### src/rtl/ex_hazard_ctrl_if.sv
// ex_hazard_ctrl_if: pipeline-side hazard signals; master = pipeline, slave = hazard unit
interface ex_hazard_ctrl_if #(parameter int CNT_W = 16);
  logic [4:0] id_rs1, id_rs2, ex_rs1, ex_rs2, ex_rd, mem_rd, wb_rd;
  logic ex_mem_read, mem_reg_write, wb_reg_write, ex_branch_taken;
  logic [1:0] ForwardA, ForwardB;
  logic pc_write, ifid_write, idex_bubble, ifid_flush;
  logic [CNT_W-1:0] stall_count, flush_count;
  modport master (
    output id_rs1, id_rs2, ex_rs1, ex_rs2, ex_rd, ex_mem_read, mem_rd, mem_reg_write,
           wb_rd, wb_reg_write, ex_branch_taken,
    input  ForwardA, ForwardB, pc_write, ifid_write, idex_bubble, ifid_flush,
           stall_count, flush_count
  );
  modport slave (
    input  id_rs1, id_rs2, ex_rs1, ex_rs2, ex_rd, ex_mem_read, mem_rd, mem_reg_write,
           wb_rd, wb_reg_write, ex_branch_taken,
    output ForwardA, ForwardB, pc_write, ifid_write, idex_bubble, ifid_flush,
           stall_count, flush_count
  );
endinterface

### src/rtl/ex_hazard_ctrl.sv
// ex_hazard_ctrl: EX forwarding selects, load-use stall, taken-branch squash sequencer, saturating perf counters
module ex_hazard_ctrl #(
  parameter int FLUSH_CYCLES = 2,
  parameter int CNT_W = 16
) (
  input logic clk,
  input logic reset,
  ex_hazard_ctrl_if.slave h
);
  typedef enum logic {RUN, FLUSH} state_t;
  state_t state_q, state_d;
  logic [1:0] fcnt_q, fcnt_d;
  logic [CNT_W-1:0] stall_q, stall_d, flush_q, flush_d;
  logic lu, br, stall, flushing;
  function automatic logic [1:0] fwd(input logic [4:0] rs, input logic mw, input logic [4:0] md,
                                     input logic ww, input logic [4:0] wd);
    return (mw && md != 5'd0 && md == rs) ? 2'b10 : (ww && wd != 5'd0 && wd == rs) ? 2'b01 : 2'b00;
  endfunction
  always_comb begin
    lu = h.ex_mem_read && h.ex_rd != 5'd0 && (h.ex_rd == h.id_rs1 || h.ex_rd == h.id_rs2);
    br = state_q == RUN && h.ex_branch_taken;
    stall = state_q == RUN && !br && lu;
    flushing = br || state_q == FLUSH;
    h.ForwardA = reset ? 2'b00 : fwd(h.ex_rs1, h.mem_reg_write, h.mem_rd, h.wb_reg_write, h.wb_rd);
    h.ForwardB = reset ? 2'b00 : fwd(h.ex_rs2, h.mem_reg_write, h.mem_rd, h.wb_reg_write, h.wb_rd);
    h.pc_write = !reset && !stall;
    h.ifid_write = !reset && !stall;
    h.idex_bubble = reset || stall || flushing;
    h.ifid_flush = reset || flushing;
    h.stall_count = stall_q;
    h.flush_count = flush_q;
    state_d = state_q == FLUSH ? (fcnt_q == 2'd1 ? RUN : FLUSH) : ((br && FLUSH_CYCLES > 1) ? FLUSH : RUN);
    fcnt_d = state_q == FLUSH ? fcnt_q - 2'd1 : ((br && FLUSH_CYCLES > 1) ? 2'(FLUSH_CYCLES - 1) : 2'd0);
    stall_d = (stall && ~&stall_q) ? stall_q + 1'b1 : stall_q;
    flush_d = (br && ~&flush_q) ? flush_q + 1'b1 : flush_q;
  end
  always_ff @(posedge clk or posedge reset) begin
    if (reset) begin
      state_q <= RUN;
      fcnt_q <= 2'd0;
      stall_q <= '0;
      flush_q <= '0;
    end else begin
      state_q <= state_d;
      fcnt_q <= fcnt_d;
      stall_q <= stall_d;
      flush_q <= flush_d;
    end
  end
endmodule

### src/flat_wrapper.sv
// flat-port wrapper written by rule: the top's interface ports become plain ports
module ex_hazard_ctrl_flat 
#(
  parameter int FLUSH_CYCLES = 2,
  parameter int CNT_W = 16
)
  (clk, reset, h_id_rs1, h_id_rs2, h_ex_rs1, h_ex_rs2, h_ex_rd, h_ex_mem_read, h_mem_rd, h_mem_reg_write, h_wb_rd, h_wb_reg_write, h_ex_branch_taken, h_ForwardA, h_ForwardB, h_pc_write, h_ifid_write, h_idex_bubble, h_ifid_flush, h_stall_count, h_flush_count);
  ex_hazard_ctrl_if #(.CNT_W(CNT_W)) h_i ();
  input logic clk;
  input logic reset;
  input wire logic [$bits(h_i.id_rs1)-1:0] h_id_rs1;
  input wire logic [$bits(h_i.id_rs2)-1:0] h_id_rs2;
  input wire logic [$bits(h_i.ex_rs1)-1:0] h_ex_rs1;
  input wire logic [$bits(h_i.ex_rs2)-1:0] h_ex_rs2;
  input wire logic [$bits(h_i.ex_rd)-1:0] h_ex_rd;
  input wire logic [$bits(h_i.ex_mem_read)-1:0] h_ex_mem_read;
  input wire logic [$bits(h_i.mem_rd)-1:0] h_mem_rd;
  input wire logic [$bits(h_i.mem_reg_write)-1:0] h_mem_reg_write;
  input wire logic [$bits(h_i.wb_rd)-1:0] h_wb_rd;
  input wire logic [$bits(h_i.wb_reg_write)-1:0] h_wb_reg_write;
  input wire logic [$bits(h_i.ex_branch_taken)-1:0] h_ex_branch_taken;
  output wire logic [$bits(h_i.ForwardA)-1:0] h_ForwardA;
  output wire logic [$bits(h_i.ForwardB)-1:0] h_ForwardB;
  output wire logic [$bits(h_i.pc_write)-1:0] h_pc_write;
  output wire logic [$bits(h_i.ifid_write)-1:0] h_ifid_write;
  output wire logic [$bits(h_i.idex_bubble)-1:0] h_idex_bubble;
  output wire logic [$bits(h_i.ifid_flush)-1:0] h_ifid_flush;
  output wire logic [$bits(h_i.stall_count)-1:0] h_stall_count;
  output wire logic [$bits(h_i.flush_count)-1:0] h_flush_count;
  assign h_i.id_rs1 = h_id_rs1;
  assign h_i.id_rs2 = h_id_rs2;
  assign h_i.ex_rs1 = h_ex_rs1;
  assign h_i.ex_rs2 = h_ex_rs2;
  assign h_i.ex_rd = h_ex_rd;
  assign h_i.ex_mem_read = h_ex_mem_read;
  assign h_i.mem_rd = h_mem_rd;
  assign h_i.mem_reg_write = h_mem_reg_write;
  assign h_i.wb_rd = h_wb_rd;
  assign h_i.wb_reg_write = h_wb_reg_write;
  assign h_i.ex_branch_taken = h_ex_branch_taken;
  assign h_ForwardA = h_i.ForwardA;
  assign h_ForwardB = h_i.ForwardB;
  assign h_pc_write = h_i.pc_write;
  assign h_ifid_write = h_i.ifid_write;
  assign h_idex_bubble = h_i.idex_bubble;
  assign h_ifid_flush = h_i.ifid_flush;
  assign h_stall_count = h_i.stall_count;
  assign h_flush_count = h_i.flush_count;
  ex_hazard_ctrl #(.FLUSH_CYCLES(FLUSH_CYCLES), .CNT_W(CNT_W)) u_core (.clk(clk), .reset(reset), .h(h_i));
endmodule
### config.mk
export PLATFORM = sky130hd
export DESIGN_NAME = ex_hazard_ctrl_flat
export DESIGN_NICKNAME = d
export VERILOG_FILES = /design/src/rtl/ex_hazard_ctrl_if.sv /design/src/rtl/ex_hazard_ctrl.sv /design/src/flat_wrapper.sv
export SDC_FILE = /design/constraint.sdc
export NUM_CORES = 1
export LEC_CHECK = 0
export CAP_MARGIN = 20
export CORE_MARGIN = 2
export CORE_UTILIZATION = 44
export CTS_CLUSTER_DIAMETER = 150
export DETAILED_ROUTE_END_ITERATION = 6
export GPL_TIMING_DRIVEN = 0
export PLACE_DENSITY = 0.8
export SYNTH_ARGS = -nofsm -noshare
export SYNTH_HDL_FRONTEND = slang
export SYNTH_SLANG_ARGS = --single-unit
### constraint.sdc
create_clock -name clk -period 2.9 [get_ports clk]
set_clock_uncertainty 0.15 [all_clocks]
set_input_delay 0.435 -clock clk [delete_from_list [all_inputs] [get_ports clk]]
set_output_delay 0.435 -clock clk [all_outputs]
set_load 0.03 [all_outputs]
After elaboration in Yosys (flattened, before gate mapping):

Index checks and enable logic that the tools add are counted.

* reduce and logical (&&, ||, !) cells: 29
* bitwise logic cells: 1
* $add $sub $neg: 3
* mux-type cells: 11
* equality and inequality tests: 7

Operators with widths (number)
* 16-bit by 1-bit adder with 16-bit output (second input constant): 2
* 16-bit AND reduction: 2
* 5-bit equality test: 6
* 5-bit nonzero test: 3
* 1-bit logical AND: 14
* 2-bit 2-to-1 mux: 5
* 1-bit 2-to-1 mux: 6
* 1-bit zero test: 5
* 1-bit logical OR: 5
* 2-bit by 1-bit equality test with 1-bit output (second input constant): 1
* 2-bit by 1-bit subtractor with 2-bit output (second input constant): 1
* 1-bit NOT: 1

* register bits after elaboration: 35
* logic and storage cells: 55

Longest topological paths before layout:

* depth in word-level cells: 7
* depth in mapped cells: 6
* mapped depth without buffers: 6

Worst setup path after synthesis:

No wires, ideal clock.

* path kind: input -> output
* start point: in reset
* end point: out h_ForwardA[0]
* arrival: 2870 ps
* stages: 4
* path slack: -555 ps
* cell sequence: inv_1 o211ai_1 or4_1 nor4_1

* word-level cells in the longest chain between the ends: 1

RTL lines
* start, declared: RTL line flat_wrapper.sv:10 `input logic reset;`
* 2-bit 2-to-1 mux: RTL line ex_hazard_ctrl.sv:24 `h.ForwardA = reset ? 2'b00 : fwd(h.ex_rs1, h.mem_reg_write, h.mem_rd, h.wb_reg_write, h.wb_rd);`
* end, declared: RTL line flat_wrapper.sv:22 `output wire logic [$bits(h_i.ForwardA)-1:0] h_ForwardA;`

No other way between the ends.

Worst setup path in the final report:

* start point: in h_ex_rd[0]
* end point: out h_ifid_write

* word-level cells in the longest chain between the ends: 6
* elaborated cells between the ends (all ways): 9
* those cells by class: 2 x eq/ne; 7 x reduce/logical

RTL lines
* start, declared: RTL line flat_wrapper.sv:15 `input wire logic [$bits(h_i.ex_rd)-1:0] h_ex_rd;`
* 5-bit equality test / 5-bit nonzero test (equally long branches): RTL line ex_hazard_ctrl.sv:20 `lu = h.ex_mem_read && h.ex_rd != 5'd0 && (h.ex_rd == h.id_rs1 || h.ex_rd == h.id_rs2);`
* 1-bit logical OR / 1-bit logical AND (equally long branches): RTL line ex_hazard_ctrl.sv:20
* 1-bit logical AND *: RTL line ex_hazard_ctrl.sv:20
* 1-bit logical AND *: RTL line ex_hazard_ctrl.sv:22 `stall = state_q == RUN && !br && lu;`
* 1-bit zero test *: RTL line ex_hazard_ctrl.sv:27 `h.ifid_write = !reset && !stall;`
* 1-bit logical AND *: RTL line ex_hazard_ctrl.sv:27
* end, declared: RTL line flat_wrapper.sv:25 `output wire logic [$bits(h_i.ifid_write)-1:0] h_ifid_write;`

Every way passes the cells marked *; elsewhere a longest branch is shown, timed or not.

==> insert_results.sql <==
INSERT INTO impl_metrics (metric_group, metric, value, unit) VALUES
('outcome', 'outcome', 'finished clean', ''),
('critical_path', 'crit_path_end_kind', 'output pin', ''),
('sta', 'slew_headroom', '0.453', ''),
('layout', 'antenna_cell_count', '0', ''),
('layout', 'finalNetCount', '344', ''),
('sta', 'slew_viol_final', '0', ''),
('logic_synthesis', 'synth.largest_area_cell', 'dfrtp_1', ''),
('global_route', 'grt_usage', '0.198', ''),
('placement', 'post-place-ws', '-0.927', 'ns'),
('logic_synthesis', 'syn_inst', '210', ''),
('die', 'die_area', '0.00540', 'mm2'),
('placement', 'port_buffers', '80', ''),
('placement', 'detailedPlacementHpwl', '3890', 'um'),
('clock_tree', 'clk_latency', '0.28', 'ns'),
('critical_path', 'worstPathBufferInverterCount', '2', ''),
('global_route', 'vias_in_the_first_global_route', '1802', ''),
('clock_tree', 'ctsHoldBuffers', '0', ''),
('critical_path', 'crit_type', 'input port to output pin', ''),
('critical_path', 'crit_chain', 'clkdlybuf4s50_1 > or4_4 > o211ai_4 > nor2b_1 > nor2_1 > clkdlybuf4s15_2', ''),
('clock_tree', 'tritoncts', 'built', ''),
('logic_synthesis', 'yosysTopAreaCellShare', '0.412', ''),
('clock_tree', 'cts.path.max_buffers', '2', ''),
('die', 'num_io_pins', '81', ''),
('logic_synthesis', 'synth.yosys.seq_area_share', '0.412', ''),
('logic_synthesis', 'synthesis_warning_total', '0', ''),
('sta', 'setup_viol_count_final', '0', ''),
('critical_path', 'critPathSlowestCell', 'or4_4', ''),
('layout', 'fillerInstances', '413', ''),
('detailed_routing', 'wl_per_cell', '14.2', 'um'),
('layout', 'share_of_layout_cells_above_drive_strength_1', '0.107', ''),
('sta', 'hold_viol', '0', ''),
('job', 'maxCapViolCount', '0', ''),
('logic_synthesis', 'number_of_enable_type_register_cells_in_the_synthesized_netlist', '0', ''),
('detailed_routing', 'first_iter_violations', '50', ''),
('clock_tree', 'clk_root_buffer_cell', 'clkbuf_8', ''),
('layout', 'multi_input_area', '0.00124', 'mm2'),
('logic_synthesis', 'post_synth_num_cell_types', '37', ''),
('detailed_routing', 'dr.pass1.iters', '4', ''),
('critical_path', 'worst-endpoint-arrival', '2.24', 'ns'),
('global_route', 'grt_start_max_net_pins', '19', ''),
('detailed_routing', 'post_route_ant_nets', '0', ''),
('layout', 'final_area', '0.00311', 'mm2'),
('logic_synthesis', 'synth_area_leaders', 'dfrtp_1, xnor2_1, nand3_1', ''),
('detailed_routing', 'detail_route.wirelength', '5020', 'um'),
('pwr', 'vdd_ir_drop_max', '0.323', 'mV'),
('global_route', 'global_route_wire_length_before_repair', '8300', 'um'),
('sta', 'rsz0062_at_grt', 'false', ''),
('placement', 'placed_area', '0.00300', 'mm2'),
('critical_path', 'r2r.worst_path.cells', '6', ''),
('pwr', 'powerDensity', '486', 'mW/mm2'),
('logic_synthesis', 'register_bit_total_from_synthesis', '35', ''),
('logic_synthesis', 'syn_area_per_cell', '10.1', 'um2'),
('detailed_routing', 'viasPerCell', '5.38', ''),
('critical_path', 'critPathMaxFanout', '3', ''),
('pwr', 'cellLeakagePower', '1.24', 'nW'),
('sta', 'maxClockFrequency', '354', 'MHz'),
('global_route', 'grt_antenna_before_repair', '0', ''),
('critical_path', 'setup.reg_to_reg.worst_slack', '0.85', 'ns'),
('worst_hold_path', 'timing.hold.worst_path_depth', '1', ''),
('clock_tree', 'h-tree-depth', '2', ''),
('logic_synthesis', 'synthesis.area', '0.00213', 'mm2'),
('logic_synthesis', 'synth_fp_nets', '254', ''),
('clock_tree', 'clkSinkCount', '35', ''),
('clock_tree', 'clkSlewWorstSetupHoldPaths', '0.07', 'ns'),
('critical_path', 'crit_required', '2.32', 'ns'),
('sta', 'post-route-period-util', '0.974', ''),
('detailed_routing', 'drc_viols', '0', ''),
('layout', 'area_delta_synth_final', '46.4', '%'),
('die', 'dieWidth', '73.5', 'um'),
('die', 'die_height', '73.5', 'um'),
('placement', 'dpl.cell_count', '344', '');
-- through the flow --
stage | utilization | hold slack [ns] | TNS (ns) | power, W
global route | 0.663 | 0.349 | 0 | 0.00160
global placement | 0.640 | 0.322 | -3.43 | 0.00115
finish | 0.663 | 0.331 | 0 | 0.00151
detailed placement | 0.640 | 0.318 | -3.60 | 0.00117
floorplan | - | 0.240 | 0 | 0.000933
CTS | 0.661 | 0.333 | 0 | 0.00153
-- cell usage in the layout, fill, tap and decap left out, types with 4 or more instances in the layout --
cell type	instances
clkdlybuf4s50_1	71
xnor2_1	45
dfrtp_1	35
nand3_1	21
nand2_1	15
nand4_1	12
xor2_1	11
nor2_1	10
and3_1	6
clkbuf_8	6
nor3_1	5
inv_1	4
buf_2	4
buf_4	4
-- sequential cells by signal (all words and copies together), names as in the netlist --
signal / flops
u_core.h.flush_count: 16
u_core.h.stall_count: 16
u_core.fcnt_q: 2
u_core.state_q: 1
-- synth_stat cells, types with 2 or more instances --
cell and number:
xnor2_1 45, dfrtp_1 35, nand3_1 21, nand2_1 15, nand4_1 12, xor2_1 11
nor2_1 10, and3_1 6, inv_1 5, nor3_1 5, nor4_1 4, a21oi_1 3
a31oi_1 3, and2_1 3, and4_1 3, ha_1 3, nor2b_1 3, or4_1 3
mux2_2 2
-- metal layers --
metal	track usage	vias to the layer above	share of wire
met5	0	-	0
met2	0.323	60	0.51
met1	0.253	908	0.42
met3	0.0576	10	0.048
met4	0.0626	0	0.019
li1	-	926	-
-- cells by family after synthesis --
group | after synthesis | synth area share
buffers and inverters | 7 | 0.0147
XOR/XNOR | 56 | 0.231
AND/OR/NAND/NOR | 91 | 0.239
flip-flops | 35 | 0.412
adder cells (fa/ha/maj) | 3 | 0.0177
multiplexers | 3 | 0.0177
AO/OA/AOI/OAI | 15 | 0.0683
-- layout make-up --
| type | instances | share of cell area |
|---|---|---|
| Buffer | 2 | 0.00402 |
| Clock inverter | 1 | 0.00161 |
| Clock buffer | 6 | 0.0265 |
| Tap cell | 54 | 0.0217 |
| Timing Repair inverter | 1 | 0.00161 |
| Timing Repair Buffer | 82 | 0.258 |
| Inverter | 5 | 0.00723 |
| Multi-Input combinational cell | 168 | 0.398 |
| Sequential cell | 35 | 0.281 |
-- repair_timing --
| item | in CTS | in global routing |
|---|---|---|
| pin swaps | 1 | 1 |
| setup endpoints to repair | 8 | 3 |
| resized for setup | 26 | 8 |
| buffers inserted | 2 | 0 |
| cloned | 1 | 0 |
-- worst paths after layout --
| path | startpoint | end |
|---|---|---|
| max | h_ex_rd[0] | h_ifid_write |
| min | u_core.fcnt_q[0] | u_core.fcnt_q[0] |
| max reg2reg | u_core.h.stall_count[0] | u_core.h.stall_count[1] |
| min reg2reg | u_core.fcnt_q[0] | u_core.fcnt_q[0] |
| max in group asynchronous | reset | u_core.h.stall_count[4] |
| min in group asynchronous | reset | u_core.state_q |
-- worst register-to-register path, delay by kind of cell (launching register included) --
kind | cells | cell delay (ns)
AO/OA/AOI/OAI | 1 | 0.19
adder cells (fa/ha/maj) | 1 | 0.31
flip-flops | 1 | 0.41
multiplexers | 1 | 0.30
AND/OR/NAND/NOR | 3 | 0.58
-- report_power, final --
part	switching, W	total [W]	internal (W)	leakage (nW)
registers	0.0000765	0.000635	0.000559	0.470
logic	0.000280	0.000528	0.000247	0.723
clock network	0.000164	0.000350	0.000186	0.0470
total	0.000521	0.00151	0.000992	1.24
No activity file was read; power rests on OpenSTA's default activity.
